<file path="config.mk">
export PLATFORM = sky130hd
export DESIGN_NAME = multi_wave_gen
export DESIGN_NICKNAME = d
export VERILOG_FILES = /design/src/rtl/wavegen_pkg.sv /design/src/rtl/wave_channel.sv /design/src/rtl/multi_wave_gen.sv
export SDC_FILE = /design/constraint.sdc
export NUM_CORES = 2
export LEC_CHECK = 0
export ABC_AREA = 1
export BUFFER_PORTS_ARGS = -buffer_cell sky130_fd_sc_hd__buf_2
export CORE_MARGIN = 3
export CORE_UTILIZATION = 40
export DETAILED_ROUTE_END_ITERATION = 7
export PLACE_DENSITY = 0.61
export SETUP_SLACK_MARGIN = 0.5
export SLEW_MARGIN = 25
export SYNTH_ARGS = -nofsm -noshare
export SYNTH_HDL_FRONTEND = slang
export SYNTH_SLANG_ARGS = --single-unit
export TNS_END_PERCENT = 20
</file>
<file path="constraint.sdc">
create_clock -name clk -period 1.85 [get_ports clk]
set_input_delay 0.37 -clock clk [delete_from_list [all_inputs] [get_ports clk]]
set_output_delay 0.37 -clock clk [all_outputs]
set_load 0.02 [all_outputs]
</file>
<file path="src/rtl/wavegen_pkg.sv">
// Shared mode encoding and full-scale helpers for the multi-channel waveform generator.
package wavegen_pkg;

  typedef enum logic [1:0] {
    OFF   = 2'b00,
    SAW   = 2'b01,
    PULSE = 2'b10,
    TRI   = 2'b11
  } wave_mode_t;

  // Largest positive two's complement value for a w-bit sample
  function automatic int fs_max(input int unsigned w);
    return (1 << (w - 1)) - 1;
  endfunction

  // Most negative two's complement value for a w-bit sample
  function automatic int fs_min(input int unsigned w);
    return -(1 << (w - 1));
  endfunction

endpackage

</file>
<file path="src/rtl/wave_channel.sv">
// One generator channel: phase accumulator, shadow/active config with deferred apply, shaper.
module wave_channel
  import wavegen_pkg::*;
#(
  parameter int unsigned N = 32,
  parameter int unsigned M = 16
) (
  input  logic             clk,
  input  logic             rst_n,
  input  logic             en_i,
  input  logic             sync_i,
  input  logic             wr_i,
  input  wave_mode_t       wr_mode_i,
  input  logic [N-1:0]     wr_freq_i,
  input  logic [N-1:0]     wr_duty_i,
  input  logic [N-1:0]     wr_phase_i,
  input  logic             wr_imm_i,
  output logic             pending_o,
  output logic [M-1:0]     sample_o,
  output logic             wrap_o
);

  typedef struct packed {
    wave_mode_t   mode;
    logic [N-1:0] freq;
    logic [N-1:0] duty;
    logic [N-1:0] phase;
  } cfg_t;

  logic [N-1:0] acc_q,     acc_d;
  cfg_t         active_q,  active_d;
  cfg_t         shadow_q,  shadow_d;
  logic         pending_q, pending_d;
  logic         imm_q,     imm_d;
  logic         carry_q,   carry_d;
  logic [M-1:0] sample_q,  sample_d;
  logic         wrap_q,    wrap_d;

  logic         apply_c;
  logic [N:0]   sum_c;

  function automatic logic [M-1:0] shape(input logic [N-1:0] acc, input cfg_t cfg);
    logic [M-1:0] t;
    logic [M-1:0] u;
    t = acc[N-1 -: M];
    // Triangle folds the upper half of the phase back down so the MSB crossing is continuous
    u = acc[N-2 -: M];
    if (acc[N-1]) u = ~u;
    case (cfg.mode)
      SAW:     return {~t[M-1], t[M-2:0]};
      PULSE:   return (acc < cfg.duty) ? M'(fs_max(M)) : M'(fs_min(M));
      TRI:     return {~u[M-1], u[M-2:0]};
      default: return '0;
    endcase
  endfunction

  always_comb begin
    acc_d     = acc_q;
    active_d  = active_q;
    shadow_d  = shadow_q;
    pending_d = pending_q;
    imm_d     = imm_q;
    carry_d   = 1'b0;

    sum_c   = {1'b0, acc_q} + {1'b0, active_q.freq};
    apply_c = pending_q & (carry_q | imm_q | ~en_i);

    if (apply_c) begin
      active_d  = shadow_q;
      pending_d = 1'b0;
      imm_d     = 1'b0;
    end

    if (wr_i) begin
      shadow_d  = '{mode: wr_mode_i, freq: wr_freq_i, duty: wr_duty_i, phase: wr_phase_i};
      pending_d = 1'b1;
      imm_d     = wr_imm_i;
    end

    // Sync reload uses the freshly applied phase and suppresses the increment and carry
    if (sync_i) begin
      acc_d = active_d.phase;
    end else if (en_i) begin
      acc_d   = sum_c[N-1:0];
      carry_d = sum_c[N];
    end

    sample_d = en_i ? shape(acc_q, active_q) : '0;
    wrap_d   = en_i & carry_q;
  end

  always_ff @(posedge clk or negedge rst_n) begin
    if (!rst_n) begin
      acc_q     <= '0;
      active_q  <= '0;
      shadow_q  <= '0;
      pending_q <= 1'b0;
      imm_q     <= 1'b0;
      carry_q   <= 1'b0;
      sample_q  <= '0;
      wrap_q    <= 1'b0;
    end else begin
      acc_q     <= acc_d;
      active_q  <= active_d;
      shadow_q  <= shadow_d;
      pending_q <= pending_d;
      imm_q     <= imm_d;
      carry_q   <= carry_d;
      sample_q  <= sample_d;
      wrap_q    <= wrap_d;
    end
  end

  assign pending_o = pending_q;
  assign sample_o  = sample_q;
  assign wrap_o    = wrap_q;

endmodule

</file>
<file path="src/rtl/multi_wave_gen.sv">
// CH-channel waveform generator: config decode, ready mux and packing of per-channel samples.
module multi_wave_gen
  import wavegen_pkg::*;
#(
  parameter int unsigned N  = 32,
  parameter int unsigned M  = 16,
  parameter int unsigned CH = 4,
  parameter int unsigned CW = (CH > 1) ? $clog2(CH) : 1
) (
  input  logic            clk,
  input  logic            rst,
  input  logic [CH-1:0]   ch_en,
  input  logic            sync_in,
  input  logic            cfg_valid,
  output logic            cfg_ready,
  input  logic [CW-1:0]   cfg_ch,
  input  logic [1:0]      cfg_mode,
  input  logic [N-1:0]    cfg_freq,
  input  logic [N-1:0]    cfg_duty,
  input  logic [N-1:0]    cfg_phase,
  input  logic            cfg_immediate,
  output logic [CH*M-1:0] wave_out,
  output logic [CH-1:0]   wrap_out
);

  localparam int unsigned PADW = 1 << CW;

  logic [CH-1:0]   pend_vec;
  logic [PADW-1:0] pend_pad;
  logic            accept_c;

  // Indices beyond CH read as never-pending so such writes are accepted and dropped
  always_comb begin
    pend_pad           = '0;
    pend_pad[CH-1:0]   = pend_vec;
  end

  assign cfg_ready = ~pend_pad[cfg_ch];
  assign accept_c  = cfg_valid & cfg_ready;

  for (genvar c = 0; c < CH; c++) begin : g_ch
    wave_channel #(
      .N (N),
      .M (M)
    ) u_ch (
      .clk        (clk),
      .rst_n      (rst),
      .en_i       (ch_en[c]),
      .sync_i     (sync_in),
      .wr_i       (accept_c && (cfg_ch == CW'(c))),
      .wr_mode_i  (wave_mode_t'(cfg_mode)),
      .wr_freq_i  (cfg_freq),
      .wr_duty_i  (cfg_duty),
      .wr_phase_i (cfg_phase),
      .wr_imm_i   (cfg_immediate),
      .pending_o  (pend_vec[c]),
      .sample_o   (wave_out[c*M +: M]),
      .wrap_o     (wrap_out[c])
    );
  end

endmodule

</file>
==> impl_metrics.tcl <==
set metrics [dict create \
    fin_skew_ps 37.6 \
    firstDrtPassIters 6 \
    worstPathRequired_ps 1480 \
    path_cells "a22oi_2, o21ai_2, a21oi_4, buf_6, buf_6" \
    r2r_end "g_ch[3].u_ch.shadow_q[56]" \
    power.leakage_uw 0.0335 \
    rows 127 \
    async_flop_share_pct 100 \
    nets 7113 \
    met2_length_um 80200 \
    initial_utilization_pct 40.4 \
    pin_count 178 \
    dpl_cell_area_mm2 0.0566 \
    yosysTopAreaCell "dfrtp_1" \
    outcome "complete, but fails checks" \
    numPortBuffers 177 \
    wl_per_cell_um 21.2 \
    fin_ws_ps -359 \
    ant_nets 0 \
    synth_nets 6250 \
    synth_top_area_share_pct 51.0 \
    startpoint_type "register" \
    power_density_mw_per_mm2 2050 \
    r2r_setup_slack_ps -280 \
    power.total_uw 139000 \
    crit_slowest_cell "dfrtp_2" \
    synth_ff_type "dfrtp_1" \
    core_region_area_mm2 0.120 \
    max_cap_violations 0 \
    seqCellArea_mm2 0.0249 \
    finalSetupViolCount 544 \
    root_buffer "clkbuf_16" \
    max_stage_delay_ps 490 \
    clock-sinks 992 \
    synth_cells 5885 \
    cp-startpoint "g_ch[0].u_ch.pending_o" \
    synth.cell_area_mm2 0.0487 \
    die_w_um 355 \
    grt_remaining_overflow 0 \
    multi_input_area_mm2 0.0261 \
    crit_fanout 2 \
    r2r_start "g_ch[0].u_ch.pending_o" \
    grt_max_degree 102 \
    syn2layout_area_growth_pct 39.5 \
    synth_area_leaders "dfrtp_1, nand2_1, ha_1" \
    postLayoutCellArea_mm2 0.0680 \
    drc 0 \
    avgSynthCellArea_um2 8.28 \
    drv_slew 0 \
    cts_tree "yes" \
    synthTopCellsByCount "nand2_1, dfrtp_1, inv_1" \
    cp-end-kind "output pin" \
    track_usage_pct 27.4 \
    antenna_found_initial 5 \
    insertion_delay_ps 730 \
    h-tree-depth 3 \
    hold_viol 0 \
    highest-signal-layer "met5" \
    dp_hpwl_um 127000 \
    yosysWarnings 0 \
    vias 44000 \
    post-route-period-util_pct 119 \
    synth_cell_type_count 37 \
    criticalPathCategory "reg2out" \
    clk_pin_slew_ps 60 \
    yosysSeqAreaShare_pct 51.0 \
    cp-endpoint "cfg_ready" \
    die_y_um 355 \
    holdWs_ps 51.7 \
    rr_worst_depth 11 \
    worst_path_most_repeated_cell "buf_6" \
    holdCritPathClass "in2reg" \
    drive_gt1_share_pct 31.0 \
    synth_most_common_cell "nand2_1" \
    synth-edff-count 0 \
    wl_met1_um 81600 \
    worst_ep_arrival_time_ps 1840 \
    totalWireLength_um 179000 \
    grt_pass1_wl_um 263000 \
    fmax_ghz 0.453 \
    grt_pass1_vias 42600 \
    violations "negative setup slack" \
    rsz0062_at_grt "true" \
    cts_made_buffers 108 \
    maxSlewHeadroom_pct 37.4 \
    peakVddDrop_mv 1.10 \
    tns_ps -72270 \
    ys_seq_elements 992 \
    via_per_inst 5.21 \
    gp_congestion 0.949 \
    die-area_mm2 0.126 \
    wl_met3_um 12500 \
    drtIter0Drc 3556 \
    fillers 10700 \
    tightest_slew_ps 936 \
    clockBufferDepth 3 \
    fin_crit_ps 2210 \
]
sequential cells by signal, summed over array words and instances, names as in the netlist:
register and count:
g_ch.u_ch.sample_o 64, g_ch.u_ch.active_q 392, g_ch.u_ch.wrap_o 4, g_ch.u_ch.acc_q 128, g_ch.u_ch.imm_q 4, g_ch.u_ch.carry_q 4, g_ch.u_ch.shadow_q 392, g_ch.u_ch.pending_o 4
kinds of logic (layout without fill, tap and decap cells):
group                      after synthesis  in the layout  synth area share [%]
adders and majority gates              256            256                  6.64
xor gates and xnor gates                83             83                  1.49
DFF                                    992            992                  51.0
and+or+nand+nor                       2339           2340                  18.9
buffers and inverters                  891           1840                  7.01
other                                    0              4                     0
AOI/OAI and AO/OA                     1324           1324                  15.0
power breakdown:
group          total (uW)  internal [uW]  leakage (uW)  switching [uW]
Sequential          37900          31500        0.0118            6420
Clock               22900          13600       0.00187            9320
Combinational       78400          35200        0.0198           43200
worst min-delay path by stage:
stage,startpoint,to,depth (start not counted)
after global routing,cfg_duty[11],g_ch[3].u_ch.shadow_q[43],3
after floorplan,rst,g_ch[0].u_ch.acc_q[0],0
after detailed placement,rst,g_ch[0].u_ch.sample_o[5],1
final,cfg_duty[11],g_ch[3].u_ch.shadow_q[43],3
after CTS,cfg_duty[15],g_ch[3].u_ch.shadow_q[47],3
after global placement,rst,g_ch[0].u_ch.sample_o[5],1
metrics by stage:
stage	utilization (%)	instances	setup slack (ps)
after floorplan	-	5885	22.4
after global placement	47.0	8089	-299
after detailed placement	47.0	8089	-341
after CTS	53.9	8383	-388
after global routing	56.4	8449	-433
final	56.4	8451	-359
per-layer routing:
layer / GRT usage, % / vias up
met2: 42.3 / 1326
met3: 4.88 / 260
met4: 7.84 / 4
li1: - / 20800
met5: 0.846 / -
met1: 39.3 / 21600
worst max-delay path, delay by kind of cell, from the launching register on:
kind / cells / cell delay, ps
buf+inv: 2 / 210
flops: 1 / 490
compound gates: 3 / 430
repair_timing:
item | in CTS | in global routing
endpoints found under the hold margin | 400 | 0
setup endpoints to repair | 1040 | 1053
resized for setup | 773 | 533
hold buffers | 26 | 0
gates cloned | 11 | 19
pin swaps | 248 | 208
setup buffers | 60 | 45
layout by cell type (no fill, tap or decap), types with 26 or more instances in the layout:
cell,n
ha_4,141
clkbuf_8,36
buf_4,606
a22o_1,33
a2bb2oi_1,56
xnor2_1,76
dlygate4sd3_1,26
nand2_1,1346
o21ai_2,35
nand2_4,74
nor2_1,380
buf_2,174
a21oi_2,173
o21ai_0,393
dfrtp_1,945
o21ai_1,98
a21oi_1,358
o211ai_1,61
a21oi_4,42
nor2_2,113
buf_6,78
nand2_2,125
nand3_4,28
nor2_4,41
nand3_1,104
ha_1,99
buf_12,66
clkbuf_16,124
inv_1,631
dfrtp_2,47
nand3_2,53
cell type report:
cell class              count  area share, %
clock inverters            42          0.779
flip-flops and latches    992           36.6
multi-input cells        4003           38.3
inverters                 661           3.67
well taps                1612           2.97
repair buffers            982           12.8
diodes                      4         0.0147
clock buffers             155           4.80
Note: power is estimated with default switching activity, not from simulation.
